**config.mk**
```make
export PLATFORM = sky130hd
export DESIGN_NAME = tx_sched_16
export DESIGN_NICKNAME = d
export VERILOG_FILES = /design/src/rtl/tx_sched_16.sv
export SDC_FILE = /design/constraint.sdc
export NUM_CORES = 1
export LEC_CHECK = 0
export BUFFER_PORTS_ARGS = -buffer_cell sky130_fd_sc_hd__buf_4
export CAP_MARGIN = 20
export CORE_MARGIN = 2
export CORE_UTILIZATION = 45
export CTS_BUF_LIST = sky130_fd_sc_hd__clkbuf_8
export CTS_CLUSTER_SIZE = 20
export DETAILED_ROUTE_END_ITERATION = 6
export GPL_ROUTABILITY_DRIVEN = 0
export PLACE_DENSITY = 0.62
export SYNTH_ARGS = -nofsm -noshare
export SYNTH_HDL_FRONTEND = slang
export SYNTH_SLANG_ARGS = --single-unit
```
**constraint.sdc**
```tcl
create_clock -name sys_clk -period 6.4 [get_ports sys_clk]
set_input_delay 0.64 -clock sys_clk [delete_from_list [all_inputs] [get_ports sys_clk]]
set_output_delay 0.64 -clock sys_clk [all_outputs]
set_load 0.05 [all_outputs]
```
**src/rtl/tx_sched_16.sv**
```systemverilog
// -----------------------------------------------------------------------------
// tx_sched_16
// Doorbell-driven transmit scheduler front end for 16 send queues.
//
// This block keeps one saturating pending-work counter for each queue. Every
// non-zero counter raises its bit of rr_req towards an external 16-way
// round-robin arbiter. The block pulses rr_ena for one cycle and takes the
// registered one-hot grant one cycle later. It turns that grant into a queue
// number, presents the number to the TX pipeline over a valid/ready
// handshake, and retires one unit of work from the granted queue.
//
// Parameters
//   CNT_W        width of each pending counter (saturates at 2^CNT_W-1)
//
// Ports
//   sys_clk      clock, all logic on the rising edge
//   sys_rst_n    asynchronous active-low reset
//   db_valid     doorbell strobe, adds one work unit to queue db_qpn
//   db_qpn[3:0]  doorbell target queue
//   db_ovf       sticky, set when a doorbell hits a saturated counter
//   rr_req[15:0] request vector to the arbiter, bit i = (cnt[i] != 0)
//   rr_ena       one-cycle arbitration enable
//   rr_result    registered one-hot grant, valid the cycle after rr_ena
//   sched_valid  grant available to the TX pipeline
//   sched_qpn    granted queue number, stable while sched_valid is high
//   sched_ready  TX pipeline accepts the grant
//   sched_err    sticky illegal-grant flag
//
// Build option
//   TX_SCHED_GRANT_CHECK_EN  when defined, each grant is checked in WAIT.
//     A grant that is not exactly one-hot is illegal. A grant that names an
//     empty queue is also illegal. An illegal grant sets sched_err, retires
//     nothing, and returns the FSM to IDLE.
//     When not defined, sched_err is tied to 0. The lowest set bit of any
//     non-zero grant is used. An all-zero grant returns the FSM to IDLE
//     with no retire.
// -----------------------------------------------------------------------------
module tx_sched_16 #(
   parameter int CNT_W = 8
) (
   input  logic        sys_clk,
   input  logic        sys_rst_n,
   input  logic        db_valid,
   input  logic [3:0]  db_qpn,
   output logic        db_ovf,
   output logic [15:0] rr_req,
   output logic        rr_ena,
   input  logic [15:0] rr_result,
   output logic        sched_valid,
   output logic [3:0]  sched_qpn,
   input  logic        sched_ready,
   output logic        sched_err
);

   typedef enum logic [1:0] {
      ST_IDLE,
      ST_ARB,
      ST_WAIT,
      ST_OUT
   } state_t;

   localparam logic [CNT_W-1:0] CNT_ONE = CNT_W'(1);

   state_t      state_reg;
   state_t      state_next;
   logic [3:0]  qpn_reg;
   logic [3:0]  qpn_next;
   logic        ovf_reg;
   logic [15:0] req_next;
   logic [15:0] ovf_hit;
   logic [3:0]  grant_qpn;
   logic        grant_ok;
   logic        retire_en;

   // Priority encoder: scan downwards so that the lowest set bit is kept.
   always_comb begin
      grant_qpn = 4'd0;
      for (int i = 15; i >= 0; i--) begin
         if (rr_result[i]) begin
            grant_qpn = 4'(i);
         end
      end
   end

`ifdef TX_SCHED_GRANT_CHECK_EN
   logic grant_onehot;
   logic err_reg;

   assign grant_onehot = (rr_result != 16'd0) &&
                         ((rr_result & (rr_result - 16'd1)) == 16'd0);
   // A grant is legal only if it names a queue that still has work pending.
   assign grant_ok     = grant_onehot && rr_req[grant_qpn];

   always_ff @(posedge sys_clk or negedge sys_rst_n) begin
      if (!sys_rst_n) begin
         err_reg <= 1'b0;
      end else if ((state_reg == ST_WAIT) && !grant_ok) begin
         err_reg <= 1'b1;
      end
   end

   assign sched_err = err_reg;
`else
   assign grant_ok  = (rr_result != 16'd0);
   assign sched_err = 1'b0;
`endif

   assign retire_en = (state_reg == ST_WAIT) && grant_ok;

   // One counter slice per queue.
   for (genvar gi = 0; gi < 16; gi++) begin : g_queue
      logic [CNT_W-1:0] cnt_reg;
      logic [CNT_W-1:0] cnt_next;
      logic             inc;
      logic             dec;
      logic             sat;

      assign inc = db_valid && (db_qpn == 4'(gi));
      // The non-zero guard stops an unchecked grant to an empty queue from
      // wrapping the counter.
      assign dec = retire_en && (grant_qpn == 4'(gi)) && (cnt_reg != '0);
      assign sat = &cnt_reg;

      // A doorbell and a retire in the same cycle cancel out, even when
      // the counter is saturated.
      always_comb begin
         cnt_next = cnt_reg;
         if (inc && !dec) begin
            if (!sat) begin
               cnt_next = cnt_reg + CNT_ONE;
            end
         end else if (dec && !inc) begin
            cnt_next = cnt_reg - CNT_ONE;
         end
      end

      always_ff @(posedge sys_clk or negedge sys_rst_n) begin
         if (!sys_rst_n) begin
            cnt_reg <= '0;
         end else begin
            cnt_reg <= cnt_next;
         end
      end

      assign ovf_hit[gi]  = inc && !dec && sat;
      assign rr_req[gi]   = (cnt_reg != '0);
      assign req_next[gi] = (cnt_next != '0);
   end

   // IDLE and OUT look at the post-update counters (req_next). A doorbell
   // seen in IDLE therefore reaches ARB in the very next cycle.
   always_comb begin
      state_next = state_reg;
      qpn_next   = qpn_reg;
      case (state_reg)
         ST_IDLE: begin
            if (req_next != 16'd0) begin
               state_next = ST_ARB;
            end
         end
         ST_ARB: begin
            state_next = ST_WAIT;
         end
         ST_WAIT: begin
            if (grant_ok) begin
               qpn_next   = grant_qpn;
               state_next = ST_OUT;
            end else begin
               state_next = ST_IDLE;
            end
         end
         ST_OUT: begin
            if (sched_ready) begin
               state_next = (req_next != 16'd0) ? ST_ARB : ST_IDLE;
            end
         end
         default: begin
            state_next = ST_IDLE;
         end
      endcase
   end

   always_ff @(posedge sys_clk or negedge sys_rst_n) begin
      if (!sys_rst_n) begin
         state_reg <= ST_IDLE;
         qpn_reg   <= 4'd0;
         ovf_reg   <= 1'b0;
      end else begin
         state_reg <= state_next;
         qpn_reg   <= qpn_next;
         ovf_reg   <= ovf_reg | (|ovf_hit);
      end
   end

   assign rr_ena      = (state_reg == ST_ARB);
   assign sched_valid = (state_reg == ST_OUT);
   assign sched_qpn   = qpn_reg;
   assign db_ovf      = ovf_reg;

endmodule
```
* Word level (Yosys, flattened, before mapping) *
Index checks and enable logic that the tools add are counted.

word-level totals
  register bits after elaboration = 135
  input port bits = 24
  word-level logic and storage cells = 341
  output and inout bits = 24

operators by class
  reductions and logical operators = 185
  mux-type cells = 69
  bitwise operators = 1
  add/subtract/negate cells = 32
  eq/ne operators = 35

operators with widths
  operator               count
  $mux W8                48
  $reduce_bool A8 Y1     32
  $add A8 B1 Y8 const B  16
  $reduce_and A8 Y1      16
  $sub A8 B1 Y8 const B  16
  $logic_and A1 B1 Y1    97
  $eq A4 B4 Y1 const B   16
  $mux W4                16
  $eq A4 B3 Y1 const B   8
  $logic_not A1 Y1       32
  $reduce_bool A16 Y1    2
  $eq A4 B2 Y1 const B   4
  $reduce_or A16 Y1      1
  $eq A4 B1 Y1 const B   2
  $logic_not A4 Y1       2
  $pmux W2 S4            1
  $mux W2                3
  $eq A2 B2 Y1 const B   2
  $reduce_and A2 Y1      2
  $eq A2 B1 Y1 const B   1
  $logic_not A2 Y1       1
  $ne A2 B1 Y1 const B   1
  $ne A2 B2 Y1 const B   1
  $mux W1                1
  $or A1 B1 Y1           1

* Depth between registers and ports, before layout *
  depth in word-level cells = 27
  gate-level depth with buffers = 14

* Least setup slack after synthesis *
No wires, ideal clock.

  path type = reg2reg
  start = register g_queue[6].cnt_reg[2]
  end = register state_reg[0]
  data arrival time = 3688 ps
  cell stages (with the launch flop) = 13
  path slack = 2576 ps
  buffers on the path = 1
  path through = dfrtp_1 > buf_6 > or4_1 > or4b_4 > and2_1 > a31oi_1 > a32oi_1 > xnor2_1 > or3_1 > or4_1 > nor3_1 > and4_1 > a31oi_1

between the ends
  cells in the longest elaborated chain, start to end = 10

RTL lines
  what                                                     line      source
  start: declaration                                       112       logic [CNT_W-1:0] cnt_reg;
  start signal: assignment                                 141       cnt_reg <= cnt_next;
  $reduce_bool A8 Y1 (*)                                   n/a
  via rr_req[6]                                            46        output logic [15:0] rr_req,
  $logic_and A1 B1 Y1 (*)                                  121       assign dec = retire_en && (grant_qpn == 4'(gi)) && (cnt_reg != '0);
  $logic_and A1 B1 Y1 or $logic_not A1 Y1 (tied branches)  132, 128
  $mux W8 or $logic_and A1 B1 Y1 (tied branches)           132, 128
  $mux W8 (*)                                              128       if (inc && !dec) begin
  via g_queue[6].cnt_next[3]                               113       logic [CNT_W-1:0] cnt_next;
  $reduce_bool A8 Y1 (*)                                   147       assign req_next[gi] = (cnt_next != '0);
  $reduce_bool A16 Y1 (*)                                  157, 174
  $mux W1                                                  174       state_next = (req_next != 16'd0) ? ST_ARB : ST_IDLE;
  $mux W2                                                  173       if (sched_ready) begin
  $pmux W2 S4                                              155       case (state_reg)
  end signal: assignment                                   189       state_reg <= state_next;
  end: declaration                                         64        state_t state_reg;

The timed path passes the listed nets; every way through them passes the cells marked *. The select of a mux whose other input is x is not followed.
A chain may end at the register's enable or synchronous reset.

* Worst setup path after layout *
  start = register g_queue[3].cnt_reg[0]
  end = register state_reg[0]

between the ends
  cells in the longest elaborated chain, start to end = 10

RTL lines
  what                                                                   line
  start: declaration                                                     112
  start signal: assignment                                               141
  parallel branches: the longest is 4 deep, another holds $sub A8 B1 Y8  n/a
  $mux W8 (*)                                                            128
  $reduce_bool A8 Y1 (*)                                                 147
  $reduce_bool A16 Y1 (*)                                                157, 174
  $mux W1                                                                174
  $mux W2                                                                173
  $pmux W2 S4                                                            155

Mark *: on every way between the ends. The select of a mux whose other input is x is not followed.

==> flow_metrics.py <==
metrics = {
    "global_routing": {
        "grt_start_max_net_pins": 78,
        "grt_pass1_vias": 9980,
        "grt_overflow_total": 0,
        "grt_pass1_wl_um": 55400,
        "all_layer_global_routing_usage_pct": 27.3,
        "grt_antenna_before_repair": 2,
    },
    "drt": {
        "drt_drc_violations_left": 0,
        "router_iterations_before_antenna_repair": 5,
        "wl_um": 34900,
        "drt_iter0_drc": 958,
        "route.antenna.remaining_nets": 0,
        "vias_per_cell": 6.38,
        "via_count": 10800,
        "post_drt_wl_per_cell_um": 20.6,
    },
    "sta": {
        "finalSetupViolations": 0,
        "finalSetupTns_ns": 0,
        "worst_rel_slew_slack_pct": 38.4,
        "tightestPinTransition_ns": 0.916,
        "finalHoldViolCount": 0,
        "max_freq_mhz": 218,
        "timing.final.crit_period_ns": 4.58,
        "rsz0062_at_grt": "no",
        "final.setup.worst_slack_ns": 1.82,
        "clock_skew_ns": 0.0227,
        "post-route-period-util_pct": 71.6,
        "timing.final.max_slew_violations": 0,
    },
    "clock_network": {
        "clk_pin_slew_worst_paths_ns": 0.10,
        "cts.htree.levels": 4,
        "clock_tree.root_cell": "clkbuf_8",
        "ctsLongestPathBuffers": 2,
        "cts_resized": 0,
        "post_cts_buffers": 0,
        "tritoncts.num_buffers": 17,
        "clock_sinks": 135,
        "cts_tree": "yes",
        "clk-insertion-delay-late_ns": 0.47,
        "hold_buffers": 0,
    },
    "power": {
        "power.static_leakage_nw": 4.94,
        "vdd.ir_drop.worst_mv": 0.252,
        "final_total_power_mw": 4.19,
        "cellPowerDensity_mw_per_mm2": 347,
    },
    "critical_path": {
        "cp.required_ns": 6.72,
        "setup.worst_path.start_class": "flop",
        "criticalPathCategory": "reg -> reg",
        "worst_ep_arrival_time_ns": 4.90,
        "crit_slowest_cell": "a211oi_4",
        "r2r-start": "g_queue[3].cnt_reg[0]",
        "critical_path.max_fanout": 19,
        "max_stage_delay_ns": 0.67,
        "path_cells": "inv_1 > ha_1 > nor3b_1 > a211oi_4 > nor3_1 > or3_1 > o2bb2ai_1 > or4b_1 > or3_1 > nor4_1 > nand4_1 > nor4_1 > a31oi_1",
        "timing.critical_path.to_type": "flop",
        "startpoint": "g_queue[3].cnt_reg[0]",
    },
    "placed_design": {
        "pre_cts_ws_ns": 1.44,
        "io_buffers": 46,
        "dpl.hpwl_um": 26900,
    },
    "die": {
        "floorplan.initialDensity_pct": 45.7,
        "fp.dieW_um": 161,
        "die-area_mm2": 0.0258,
        "ioPinCount": 48,
        "floorplan.core_area_mm2": 0.0242,
        "fp.dieH_um": 161,
        "fp-row-count": 57,
    },
    "final_layout": {
        "largest_register_ff_count": 128,
        "final_nets": 1427,
        "layout-area-overhead-vs-synth_pct": 9.28,
        "layout-drive-gt1-share_pct": 10.5,
    },
    "yosys": {
        "synth_seq_area_share_pct": 30.6,
        "postSynthNetCount": 1402,
        "ys.flop_type": "dfrtp_1",
        "yosysWarnings": 0,
        "syn-cell-area_mm2": 0.0110,
        "synth_seq_cells": 135,
        "synth_cell_types": 100,
        "synth-edff-count": 0,
        "syn-instance-count": 1330,
        "mean_area_per_synthesized_cell_um2": 8.30,
        "ys_async_sr_fraction_pct": 100,
    },
    "outcome": {
        "run_status": "finished clean",
    },
    "min_path": {
        "timing.hold.worst.class": "in -> async",
    },
    "job": {
        "timing.max_cap.violations": 0,
    },
}
-- stage by stage --
step | cells | utilization [%] | cell area, um2 | hold WS, ns
6_report | 1693 | 49.9 | 12100 | 0.178
5_1_grt | 1692 | 49.9 | 12100 | 0.233
4_1_cts | 1692 | 49.9 | 12100 | 0.231
3_5_place_dp | 1660 | 48.1 | 11600 | 0.544
3_3_place_gp | 1660 | 48.1 | 11600 | 0.544
2_1_floorplan | 1330 | - | 11000 | 0.344
-- area by class of cell --
cell class,count,area (um2)
Tap cell,324,405
Inverter,70,263
Multi-Input combinational cell,1079,7180
Sequential cell,135,3380
Antenna cell,1,2.50
Clock inverter,13,178
Timing Repair Buffer,52,394
Clock buffer,19,262
Fill cell,2324,12100
-- where the power goes --
group          switching [mW]  internal (mW)  leakage, nW
Sequential              0.431           1.10         1.72
Clock                   0.376          0.443        0.215
Combinational            1.14          0.694         3.00
-- cell usage in the layout (no fill, tap or decap), types with 12 or more instances in the layout --
cell type	Yosys	layout
nand2_1	100	100
mux2i_1	12	12
and4_1	19	19
buf_4	3	51
and3_1	43	43
xnor2_1	33	33
nor2_1	111	111
o21ai_0	32	32
and2_1	19	19
a31oi_1	20	20
o22ai_1	12	12
xor2_1	15	15
nand3_1	82	82
or4_1	19	19
a21oi_1	64	64
ha_1	48	48
nand4_1	33	33
dfrtp_1	135	135
clkbuf_8	0	19
or3_1	24	24
a21o_1	14	14
a211oi_1	15	15
nor3_1	77	77
nor4_1	39	39
inv_1	70	71
-- Yosys cell counts, types with 19 or more instances --
cell / n / share of area, %
xnor2_1: 33 / 2.6
clkbuf_1: 31 / 1.1
nand3_1: 82 / 3.7
nand4_1: 33 / 1.9
or3_1: 24 / 1.4
dfrtp_1: 135 / 31
o21ai_0: 32 / 1.5
a31oi_1: 20 / 1.1
and4_1: 19 / 1.5
or4_1: 19 / 1.3
ha_1: 48 / 5.4
nand2_1: 100 / 3.4
nor3_1: 77 / 3.5
nor4_1: 39 / 2.2
and3_1: 43 / 2.4
nor2_1: 111 / 3.8
inv_1: 70 / 2.4
and2_1: 19 / 1.1
a21oi_1: 64 / 2.9
-- cells by family (layout without fill, tap and decap cells) --
family	count (synthesis)	count (layout)	share of synthesized area (%)
AND/OR/NAND/NOR	662	662	34.3
AO/OA/AOI/OAI	306	306	20.2
flip-flops	135	135	30.6
buffers and inverters	116	154	4.34
adder cells (fa/ha/maj)	48	48	5.44
XOR/XNOR	48	48	3.81
multiplexers	14	14	1.29
other	1	2	0.0340
-- final timing paths --
| kind | end | slack, ns | depth (start not counted) |
|---|---|---|---|
| hold / removal | g_queue[11].cnt_reg[0] | 0.18 | 1 |
| hold reg to reg | g_queue[11].cnt_reg[6] | 0.56 | 1 |
| min in group sys_clk | state_reg[1] | 0.50 | 3 |
| setup / recovery | state_reg[0] | 1.82 | 13 |
| max in group asynchronous | g_queue[0].cnt_reg[3] | 4.89 | 2 |
| setup reg to reg | state_reg[0] | 1.82 | 13 |
-- worst max-delay path, delay by kind of cell (launching register included) --
| kind | cells | cell delay, ns |
|---|---|---|
| compound gates | 3 | 0.95 |
| fa+ha+maj | 1 | 0.22 |
| buf+inv | 1 | 0.13 |
| flops | 1 | 0.47 |
| simple gates | 8 | 2.66 |
-- per-layer routing --
metal / vias up / global-route usage, % / share of wire, %
li1: 5137 / - / -
met1: 5229 / 37.0 / 44
met5: - / 0 / 0
met4: 0 / 9.75 / 3.3
met3: 67 / 4.16 / 5.9
met2: 367 / 44.7 / 47
No activity file was read; power rests on OpenSTA's default activity.
